===== config.mk =====
export PLATFORM = sky130hd
export DESIGN_NAME = ciclo_lavagem
export DESIGN_NICKNAME = d
export VERILOG_FILES = /design/src/rtl/ciclo_lavagem.sv
export SDC_FILE = /design/constraint.sdc
export NUM_CORES = 1
export LEC_CHECK = 0
export ABC_AREA = 0
export BUFFER_PORTS_ARGS = -buffer_cell sky130_fd_sc_hd__buf_2
export CAP_MARGIN = 20
export CORE_ASPECT_RATIO = 0.75
export CORE_MARGIN = 2
export CORE_UTILIZATION = 40
export CTS_CLUSTER_SIZE = 20
export DETAILED_ROUTE_END_ITERATION = 8
export MAX_ROUTING_LAYER = met4
export PLACE_DENSITY = 0.63
export SYNTH_ARGS = -nofsm -noshare
export SYNTH_HDL_FRONTEND = slang
export SYNTH_SLANG_ARGS = --single-unit

===== constraint.sdc =====
create_clock -name clk -period 4.5 [get_ports clk]
set_input_delay 0.225 -clock clk [delete_from_list [all_inputs] [get_ports clk]]
set_output_delay 0.225 -clock clk [all_outputs]
set_load 0.005 [all_outputs]

===== src/rtl/ciclo_lavagem.sv =====
// Wash-cycle sequencer: waits for the delay-start handshake, then steps
// through fill, wash, rinse and spin. Each phase lasts a fixed number of
// unpaused cycles, and the sequencer drives the actuators for each phase.
module ciclo_lavagem #(
  parameter int unsigned T_ENCHER   = 4,
  parameter int unsigned T_LAVAR    = 8,
  parameter int unsigned T_ENXAGUAR = 6,
  parameter int unsigned T_CENTRIF  = 5,
  parameter int unsigned W          = 8
) (
  input  logic       clk,
  input  logic       rst,
  input  logic       iniciar,
  input  logic       porta_fechada,
  input  logic       pausa,
  input  logic       cancelar,
  input  logic       pronto,
  output logic       iniciar_atraso,
  output logic       valvula,
  output logic       motor,
  output logic       bomba,
  output logic       centrifuga,
  output logic       fim,
  output logic [2:0] estado
);

  typedef enum logic [2:0] {
    StOcioso      = 3'd0,
    StEspera      = 3'd1,
    StEncher      = 3'd2,
    StLavar       = 3'd3,
    StEnxaguar    = 3'd4,
    StCentrifugar = 3'd5,
    StFim         = 3'd6
  } estado_e;

  estado_e        state_q, state_d;
  logic [W-1:0]   cnt_q, cnt_d;
  logic           em_fase;
  logic           pausado;
  logic [W-1:0]   limite;

  // Phase classification and terminal count for the current phase
  always_comb begin
    em_fase = 1'b0;
    limite  = '0;
    case (state_q)
      StEncher:      begin em_fase = 1'b1; limite = W'(T_ENCHER - 1);   end
      StLavar:       begin em_fase = 1'b1; limite = W'(T_LAVAR - 1);    end
      StEnxaguar:    begin em_fase = 1'b1; limite = W'(T_ENXAGUAR - 1); end
      StCentrifugar: begin em_fase = 1'b1; limite = W'(T_CENTRIF - 1);  end
      default:       ;
    endcase
    // Pause and door only matter while a timed phase is running
    pausado = em_fase & (pausa | ~porta_fechada);
  end

  // Next-state and phase counter
  always_comb begin
    state_d = state_q;
    cnt_d   = cnt_q;
    if (cancelar && state_q != StOcioso) begin
      state_d = StOcioso;
      cnt_d   = '0;
    end else begin
      case (state_q)
        StOcioso: begin
          cnt_d = '0;
          if (iniciar && porta_fechada) state_d = StEspera;
        end
        StEspera: begin
          cnt_d = '0;
          if (pronto) state_d = StEncher;
        end
        StEncher, StLavar, StEnxaguar, StCentrifugar: begin
          if (!pausado) begin
            if (cnt_q == limite) begin
              cnt_d = '0;
              unique case (state_q)
                StEncher:   state_d = StLavar;
                StLavar:    state_d = StEnxaguar;
                StEnxaguar: state_d = StCentrifugar;
                default:    state_d = StFim;
              endcase
            end else begin
              cnt_d = cnt_q + 1'b1;
            end
          end
        end
        StFim: begin
          cnt_d = '0;
          // Require release of the button so a held start cannot re-arm
          if (!iniciar) state_d = StOcioso;
        end
        default: begin
          state_d = StOcioso;
          cnt_d   = '0;
        end
      endcase
    end
  end

  // State register with synchronous reset
  always_ff @(posedge clk) begin
    if (rst) begin
      state_q <= StOcioso;
      cnt_q   <= '0;
    end else begin
      state_q <= state_d;
      cnt_q   <= cnt_d;
    end
  end

  // Output decode from state; actuators are forced off while paused
  always_comb begin
    iniciar_atraso = 1'b0;
    valvula        = 1'b0;
    motor          = 1'b0;
    bomba          = 1'b0;
    centrifuga     = 1'b0;
    fim            = 1'b0;
    case (state_q)
      StEspera:      iniciar_atraso = 1'b1;
      StEncher: begin
        iniciar_atraso = 1'b1;
        valvula        = ~pausado;
      end
      StLavar: begin
        iniciar_atraso = 1'b1;
        motor          = ~pausado;
      end
      StEnxaguar: begin
        iniciar_atraso = 1'b1;
        valvula        = ~pausado;
        motor          = ~pausado;
      end
      StCentrifugar: begin
        iniciar_atraso = 1'b1;
        bomba          = ~pausado;
        centrifuga     = ~pausado;
      end
      StFim:         fim = 1'b1;
      default:       ;
    endcase
  end

  assign estado = state_q;

endmodule


* Word-level counts from Yosys, hierarchy flattened
Cells that the tools add are included.
Word-level totals: memories kept 0, logic and storage cells 46, latch bits 0, ROM bits 0, register bits after elaboration 11, input port bits 7, RAM bits 0
Cells by class: add/sub/neg operators 1, divide/modulo/power cells 0, reduce and logical (&&, ||, !) cells 11, order comparisons 0, mux-type cells 15, equal/unequal tests 12, shift operators 0, bitwise operators 5, $mul 0
Operators with widths (count):
- $pmux 3 s4 | 2
- $mux 3 | 5
- $eq 3x3->1 const B | 3
- $pmux 3 s3 | 1
- $add 8x1->8 const B | 1
- $eq 8x8->1 | 1
- $mux 8 | 1
- $ne 2x2->1 const B | 4
- $eq 3x2->1 const B | 2
- $mux 1 | 6
- $reduce_or 2->1 | 3
- $reduce_and 5->1 | 1
- $reduce_or 5->1 | 1
- $reduce_or 4->1 | 1
- $eq 3x1->1 const B | 1
- $logic_not 3->1 | 1
- $not 1->1 | 3
- $reduce_bool 3->1 | 1
- $reduce_or 3->1 | 1
- $logic_and 1x1->1 | 2
- $ne 2x1->1 const B | 1
- $and 1x1->1 | 1
- $or 1x1->1 | 1

* Logic depth before layout (Yosys ltp)
depth after elaboration 6, depth in mapped cells 9, gate-level depth less buffers 7

* Least setup slack after synthesis
Ideal clock, no wire load.
kind register to register, from register state_q[1] (netlist: estado[1]), to register state_q[2] (netlist: estado[2]), period minus slack after synthesis 2.392 ns, buffers on the path 1, stages on the path, launching flop included 9, data arrival time 2.319 ns, library setup time 0.073 ns, setup slack 2.108 ns, required time 4.427 ns, path through dfxtp_1 -> buf_2 -> inv_1 -> ha_1 -> or4b_4 -> a21o_1 -> and4_4 -> a2111o_1 -> o211ai_2
Between the ends: cells in the longest elaborated chain, start to end 6, elaborated cells on any way between the ends 25, classes of those cells 12 x eq/ne; 6 x mux; 1 x bitwise; 6 x reduce/logical
Ends and longest elaborated chain:
- start, declared | line 37 | estado_e state_q, state_d;
- start signal, assigned | line 106 | state_q <= StOcioso;
- start signal, assigned | line 109 | state_q <= state_d;
- branches (longest 6 deep; another with $eq 8x8->1)
Several ways; the timed one is not identified. The select of a mux whose other input is x is not followed. A chain may end at the register's enable or synchronous reset.

* Worst setup path after layout
from register state_q[1] (netlist: estado[1]), to register state_q[0] (netlist: estado[0])
Same word-level chain as after synthesis.

==> results.toml <==
[global_routing]
grt_max_degree = 18
grt_pass1_vias = 754
grt_pass1_wl_um = 3705
antenna_found_initial = 0
grt_overflow = 0
track_usage_pct = 19.49

[floorplan]
dieArea_mm2 = 0.002669
design.core.area_mm2 = 0.002067
die_h_um = 45.24
row_count = 14
ios = 16
start_util_pct = 43.89
die_w_um = 58.99

[critical_path]
cp_cell_sequence = "inv_1 -> ha_1 -> or4b_4 -> nand3_2 -> nand4_2 -> or4b_1 -> o311ai_1"
crit_buf_inv = 1
cp_top_family = "simple AND/OR/NAND/NOR gates"
crit_path_end_kind = "register"
slowest_stage = "dfxtp_1"
rr_worst_depth = 7
cp.depth = 7
critPathArrivalTime_ns = 2.96
r2r-start = "estado[1]"
critPathMaxFanout = 17
crit_path_start = "estado[1]"
start_kind = "register"
required_ns = 4.67
max_stage_delay_ns = 0.68
critPathKind = "reg2reg"

[sta]
finalClockSkew_ns = 0.001115
fin_ws_ns = 1.710
fmax_ghz = 0.3584
period_share_pct = 62.01
slew_headroom_pct = 53.67
tns_ns = 0
final_max_slew_viol_count = 0
worst_slew_pin_slew_ns = 0.6935
finalHoldViolations = 0
setup_viol = 0
rsz0062_at_grt = "no"
layout_min_cycle_time_ns = 2.790
hold_slack_ns = 0.4091

[yosys]
yosysTopAreaCell = "dfxtp_1"
ys_async_sr_fraction_pct = 0
yosysMostFrequentCell = "dfxtp_1"
yosysWarnings = 0
synth_edf_count = 0
ys.flop_type = "dfxtp_1"
ys_ff_latch = 11
synth_top_area_share_pct = 24.28
synthTopCellsByArea = "dfxtp_1 (24%), ha_1 (5.5%), a211oi_1 (4.1%)"
synthesis.area_um2 = 907.1
synth_cell_type_count = 46
syn_avg_cell_area_um2 = 8.099
yosysSeqAreaShare_pct = 24.28
syn_inst = 112
ys_top_cells_by_count = "dfxtp_1 (11), nand2_1 (10), nor2_1 (8), nand2b_1 (6)"
synth_nets = 123

[cts]
cts_hold_buffers = 0
ctsResizeCount = 0
path_clk_slew_ns = 0.07
cts_made_buffers = 3
cts.repair_timing.setup_buffer_count = 0
cts-root-buf = "clkbuf_4"
clk_latency_ns = 0.27
cts_tree = "built"
clock-sinks = 11
htree_levels = 1
clockBufferDepth = 2

[drt]
vias = 895
drcViolationCount = 0
first_pass_iters = 4
vias_per_cell = 6.047
wl_um = 2214
wl_per_cell_um = 14.96
antenna_left = 0
drtIter0Drc = 41

[finish]
fin_util_pct = 48.43
final_area_mm2 = 0.001001
drive_gt1_share_pct = 20.16
layout.nets = 136
diodes = 0
area_growth_pct = 10.34

[min_path]
hp-class = "in2reg"
min_from = "porta_fechada"
whs_path_depth = 4

[outcome]
status = "finished, final reports clean"

[place]
dpl.hpwl_um = 1652
pre_cts_slack_ns = 1.767
gp_congestion = 0.8472
portBuffers = 15
placed_area_um2 = 974.7

[pwr]
peakVddDrop_uv = 217.6
cellPowerDensity_mw_per_mm2 = 441.7
power_leakage_uw = 0.0003912

[run]
drv_cap = 0
-- tightest hold or removal path: stages --
cell,delay [ns]
buf_2,0.09
nand2b_1,0.15
nand2_1,0.11
a21oi_1,0.05
-- per-stage QoR --
stage / cells / total power, uW
detailed placement: 144 / 370.9
CTS: 148 / 438.3
finish: 148 / 442.2
global placement: 144 / 369.7
global route: 148 / 472.2
floorplan: 112 / 313.6
-- logic make-up (layout without fill, tap and decap cells) --
logic type | count (synthesis) | count (layout) | synth area share (%)
buffers and inverters | 12 | 24 | 6.206
adders and majority gates | 4 | 4 | 5.517
AOI/OAI and AO/OA | 31 | 31 | 26.07
DFF | 11 | 11 | 24.28
and+or+nand+nor | 47 | 47 | 31.17
xor gates and xnor gates | 7 | 7 | 6.759
-- placed cells by master (no fill, tap or decap), types with 2 or more instances in the layout --
cell	instances
xor2_1	4
xnor2_1	3
inv_1	5
clkbuf_4	3
o31ai_1	2
nor2_1	8
nand3_1	5
o311ai_0	2
a211oi_1	5
dfxtp_1	11
nand2_1	10
o21ai_0	2
nand4_1	3
ha_1	4
a21oi_1	5
nand2b_1	6
nor3_1	2
a21o_1	2
buf_2	15
-- cell type report --
type	instances	area (um^2)
Clock buffer	4	26.28
Fill cell	208	1066
Multi-Input combinational cell	89	630.6
Sequential cell	11	220.2
Tap cell	24	30.03
Timing Repair Buffer	15	75.07
Inverter	5	18.77
-- registers in the layout (all words and copies together), names as in the netlist --
name and flops:
cnt_q 8, estado 3
-- where the power goes --
group | switching (uW) | internal (uW)
Clock | 35.0 | 34.3
Combinational | 140 | 92.3
Sequential | 34.4 | 107
-- per-layer routing --
metal  vias to the layer above  global-route usage, %  part of all wire [%]
li1                        442                      -                     -
met2                        29                  24.00                    40
met1                       422                  29.98                    53
met5                         -                      -                     0
met4                         0                  5.455                   1.2
met3                         2                  5.158                   6.3
-- final timing paths --
path | slack [ns] | end
min reg2reg | 0.53 | cnt_q[1]
min | 0.41 | cnt_q[0]
max reg2reg | 1.71 | estado[0]
max | 1.71 | estado[0]
Note: power is estimated with default switching activity, not from simulation.
